**src/rtl/bf_1_a_reg.sv**
```systemverilog
// Registered 3-input truth-table evaluator with valid strobe and ones counter.
// Define BF_1_A_INPUT_SYNC_EN to add 2-flop input synchronizers.
module bf_1_a_reg #(
  parameter logic [7:0] TRUTH_TABLE = 8'h3A,
  parameter int         COUNT_W     = 8
) (
  input  logic               clk,
  input  logic               rst,
  input  logic               inA,
  input  logic               inB,
  input  logic               inC,
  input  logic               in_valid,
  output logic               out,
  output logic               out_valid,
  output logic [2:0]         minterm,
  output logic [COUNT_W-1:0] ones_count
);

  logic [3:0] raw;
  logic [3:0] smp;

  assign raw = {inA, inB, inC, in_valid};

`ifdef BF_1_A_INPUT_SYNC_EN
  logic [3:0] sync1_q, sync1_d;
  logic [3:0] sync2_q, sync2_d;

  always_comb begin
    sync1_d = raw;
    sync2_d = sync1_q;
  end

  always_ff @(posedge clk or posedge rst) begin
    if (rst) begin
      sync1_q <= '0;
      sync2_q <= '0;
    end else begin
      sync1_q <= sync1_d;
      sync2_q <= sync2_d;
    end
  end

  assign smp = sync2_q;
`else
  assign smp = raw;
`endif

  logic [2:0]         idx;
  logic               vld;
  logic               f;
  logic               out_q, out_d;
  logic               vld_q, vld_d;
  logic [2:0]         mt_q, mt_d;
  logic [COUNT_W-1:0] cnt_q, cnt_d;

  assign idx = smp[3:1];
  assign vld = smp[0];
  assign f   = TRUTH_TABLE[idx];

  always_comb begin
    out_d = f;
    vld_d = vld;
    mt_d  = idx;
    cnt_d = cnt_q;
    // Saturate at all-ones instead of wrapping
    if (vld && f && (cnt_q != {COUNT_W{1'b1}}))
      cnt_d = cnt_q + {{(COUNT_W-1){1'b0}}, 1'b1};
  end

  always_ff @(posedge clk or posedge rst) begin
    if (rst) begin
      out_q <= 1'b0;
      vld_q <= 1'b0;
      mt_q  <= 3'b000;
      cnt_q <= '0;
    end else begin
      out_q <= out_d;
      vld_q <= vld_d;
      mt_q  <= mt_d;
      cnt_q <= cnt_d;
    end
  end

  assign out        = out_q;
  assign out_valid  = vld_q;
  assign minterm    = mt_q;
  assign ones_count = cnt_q;

endmodule

```
**config.mk**
```make
export PLATFORM = sky130hd
export DESIGN_NAME = bf_1_a_reg
export DESIGN_NICKNAME = d
export VERILOG_FILES = /design/src/rtl/bf_1_a_reg.sv
export SDC_FILE = /design/constraint.sdc
export NUM_CORES = 1
export LEC_CHECK = 0
export CORE_AREA = 2 2 39 41
export DETAILED_ROUTE_END_ITERATION = 10
export DIE_AREA = 0 0 41 43
export PLACE_DENSITY = 0.77
export SLEW_MARGIN = 10
export SYNTH_ARGS = -nofsm -noshare
export SYNTH_HDL_FRONTEND = slang
export SYNTH_SLANG_ARGS = --single-unit
```
**constraint.sdc**
```tcl
create_clock -name clk -period 1.99 [get_ports clk]
set_input_delay 0.597 -clock clk [delete_from_list [all_inputs] [get_ports clk]]
set_output_delay 0.597 -clock clk [all_outputs]
set_load 0.01 [all_outputs]
```
# Word-level counts from Yosys, hierarchy flattened
# Memory sizes are Yosys's and may differ from the RTL's.
# Cells that the tools add are included.
classes:
  n_bitwise: 0
  reduce_logical: 2
  n_mul: 0
  order_cmp: 1
  n_eq_ne: 1
  mux: 1
  n_div: 0
  add_sub_neg: 1
  n_shift: 0
ops:
  columns: ["op", "n"]
  rows:
  - ["8-bit by 1-bit adder with 8-bit output, second input constant", 1]
  - ["8-bit != test, second input constant", 1]
  - ["3-bit by 4-bit less-than comparator with 1-bit output, second input constant", 1]
  - ["1-bit logical AND", 2]
  - ["1-bit two-way mux", 1]
word_totals:
  regBits: 13
  romBits: 8
  n_memories: 1
  elab_cells: 11
  output_inout_bits: 13
  inputBits: 6
  latchBits: 0
  ramBits: 0
memory_table:
  columns: ["memory", "depth", "width", "rd", "rd_clocked_by_memory_dff", "write_ports", "line_no", "rtl"]
  rows:
  - ["(no name shown)", 8, 1, 1, 0, 0, "58", "assign f = TRUTH_TABLE[idx];"]

# Depth between registers and ports, before layout
# Gate-level depths: netlist (run 1).
logic_depth:
  depth_word: 4
  mapped_depth: 5
  mapped_depth_nobuf: 5

# Worst setup path after synthesis (run 1)
# Ideal clock, no wire load.
synth_timing:
  kind: "input-to-reg"
  start: "input inB"
  end: "register cnt_q[1], in the netlist ones_count[1]"
  required_time_ps: 1865
  t_arrival_ps: 1441
  path_slack_ps: 424
  path_buffers: 0
  path_stages: 4
  path_cell_list: "nand2b_1 -> a21boi_4 -> nor2b_4 -> mux2_4"
synth_between:
  elab_chain_len: 4
synth_rtl:
  columns: ["item", "line_no", "rtl"]
  rows:
  - ["start: declaration", "10", "input logic inB,"]
  - ["memory 8 x 1 bit", null, null]
  - ["1-bit two-way mux (implied by the code)", "58", null]
  - ["1-bit logical AND (2 in series)", "66", "if (vld && f && (cnt_q != {COUNT_W{1'b1}}))"]
  - ["end signal: assignment", "80", "cnt_q <= cnt_d;"]
  - ["end: declaration", "54", "logic [COUNT_W-1:0] cnt_q, cnt_d;"]
# No other way between the ends. The select of a mux whose other input is x is not followed.
# A chain may end at the register's enable or synchronous reset.

# Worst setup path after layout (run 1)
layout_timing:
  start: "register cnt_q[6], in the netlist ones_count[6]"
  end: "output ones_count[6]"
layout_lines:
  columns: ["item", "line_no", "rtl"]
  rows:
  - ["end: declaration", "16", "output logic [COUNT_W-1:0] ones_count"]
# No word-level cell between the ends.

==> results.md, run 1 <==
* CP startpoint kind: register
* PortBufs at 18
* Setup WS post-layout at between 80 and 90 ps
* Crit path cell chain: clkdlybuf4s50_1
* FF+latch area at around 330 um^2
* Outcome: completed
* Stages on the worst setup path at 1
* Sequential element share of the synthesized area at 0.552
* WS Path Type: reg2out
* Detailed Route Iter0 Violations at 6
* # fillers at 133
* GP Congestion at 0.810
* Most frequent cells in the layout: clkdlybuf4s50_1, dfrtp_1, inv_1
* Hold path cells at 1
* Leak at 0.000368 uW
* WP buf/inv at 1
* Number of synthesized flops with an enable pin at 0
* Avg Cell Area, Syn at between 10 and 15 um^2
* Final instance area at 838 um^2
* Final setup fails at 0
* Period utilization at 0.956
* Class of the worst hold path: reg2reg
* Post-Layout Cell Count at 90
* ANT cells at 0
* Yosys reg bits at 13
* Main flop type after synthesis: dfrtp_1
* Ports at 19
* Area of the die at ~1800 um^2
* Count of cell types in the netlist at 25
* Crit Path Max Fanout at 6
* Slew headroom at 0.680
* Layout cells sized above 1 at 0.176
* CP top delay family: buffers and inverters
* CTS resizes at 0
* Worst R2R Path Depth at 5
* Sink Count at 13
* Vias per inst at approximately 5.0
* Vias in the first global route at 410
* Final slew viol count at 0
* Register-to-Register Setup Slack at ~590 ps
* Worst-Skew Late Latency at roughly 280 ps
* Pre-Repair DR Iteration Count at 4
* Num rows at 14
* RSZ-0062 raised after global routing: false
* Asr flop ratio synth at 1.00
* Clock-pin slew on the worst setup and hold paths at ~80 ps
* Nets at 82
* Via Count at 449
* Worst setup path startpoint: ones_count[6]
* Placed cells at between 80 and 90
* RR Startpoint: ones_count[0]
* H-tree depth at 1
* Largest net degree at the start of global routing at 14
* Pwr dens at around 1100 nW/um^2
* Total wire length at approximately 1100 um
* CTS tree: yes
* First-pass GRT wire length at 1780 um
* Initial antenna violation count at 0
* Max Freq at between 500 and 600 MHz
* Clock buffer depth at 2
* HPWL after DPL at a little over 800 um
* GRT Total Usage at 0.154
* Die Ht at 43 um
* Final Hold Viols at 0
* Drt wl/cell at approximately 12 um
* Hold Path Origin: ones_count[0]
* Synthesized cell area at 589 um^2
* Num CTS Buffers at 3
* Post-CTS Hold Buffers at 0
* Place WS at -14.0 ps
* Worst Tran Pin Value at roughly 480 ps
* Critical path destination: ones_count[6]
* VDD IR max at ~0.00050 V
* Final Critical Period at 1900 ps
* Syn Inst Count at between 40 and 50
* Post-route DRC at 0
* TNS Setup at 0 ps
* Commonest non-fill, non-tap cell in the layout: clkdlybuf4s50_1
* Syn-to-layout area delta at 42.3%
* Die X at 41 um
* Worst stage delay on the critical path at just under 600 ps
* Worst r2r dst: ones_count[1]
* Yosys warns at 0
* Area of the multi-input gates at about 250 um^2
* Number of post-CTS setup repair buffers at 0
* Worst EP arrival at roughly 1300 ps
* Critical path data required time at ~1400 ps
* Routed Antenna Nets at 0
* Gr ovfl total at 0
* Starting Density at 0.426
* CTS Root Cell: clkbuf_4
* Setup Skew at around 0.89 ps
* Syn nets at 56
* Critical path capture point type: output pin
* Core Util, Final at 0.606
* Post-DP Area at between 800 and 900 um^2
* Slowest CP cell: clkdlybuf4s50_1
* Max Cap Violations at 0
* CORE AREA at ~1400 um^2
[stage by stage]
step                      hold WS (ps)  power [uW]
after global placement             526         741
after floorplan                    474         564
after CTS                          537         913
after detailed placement           524         748
final                              526         908
after global routing               561         972
[synthesized netlist by cell type (2+ instances only)]
cell type / n / share of area
mux2_4: 2 / 0.051
dfrtp_1: 13 / 0.55
nand3_1: 2 / 0.017
a21oi_1: 3 / 0.025
nand4_1: 3 / 0.032
nand2_1: 3 / 0.019
nor2_1: 2 / 0.013
inv_1: 4 / 0.025
[where the power goes]
group | total [uW] | switching (uW) | internal (uW)
Combinational | 334 | 134 | 200
Sequential | 408 | 78.8 | 329
Clock | 165 | 87.4 | 77.9
Total | 908 | 301 | 607
[cells by family (layout without fill, tap and decap cells)]
logic type      Yosys count  after routing  synth area share
fa+ha+maj                 1              1            0.0212
compound gates            7              7            0.0892
xor+xnor                  2              2            0.0297
mux                       4              4            0.0871
buf+inv                   4             29            0.0255
flops                    13             13             0.552
simple gates             18             18             0.195
[cell type report]
class,instances,share of cell area
sequential,13,0.388
multi-input combinational,32,0.297
timing repair buffer,21,0.242
clock buffer,4,0.0313
tap,16,0.0239
inverter,4,0.0179
[flip-flops by register name (all words and copies together) (netlist names)]
signal	cells
minterm	3
out	1
out_valid	1
ones_count	8
[layer usage]
layer	track usage	share of wire
met5	0	0
met4	0.120	0.038
met3	0.0366	0.067
met2	0.209	0.44
met1	0.201	0.45
[worst min path at each step]
stage          slack [ps]            end
2_1_floorplan         470     minterm[0]
3_3_place_gp          530  ones_count[0]
3_5_place_dp          520  ones_count[0]
4_1_cts               540  ones_count[0]
5_1_grt               560  ones_count[0]
6_report              530  ones_count[0]
(Power assumes the default switching activity.)
==> inputs of run 2 (changes only) <==
Settings changed: CTS_CLUSTER_SIZE from default to 28, GPL_TIMING_DRIVEN from default to 1, SKIP_CTS_REPAIR_TIMING from default to 1.
==> results of run 2 <==
Same layout as run 1: the final DEF is identical, and so are final timing and power.
==> inputs of run 3 (changes only) <==
Settings changed: CTS_CLUSTER_SIZE 28 to 14, GPL_ROUTABILITY_DRIVEN from default to 0, SLEW_MARGIN 10 to 30.
==> results of run 3 <==
Same layout as run 1: the final DEF is identical, and so are final timing and power.
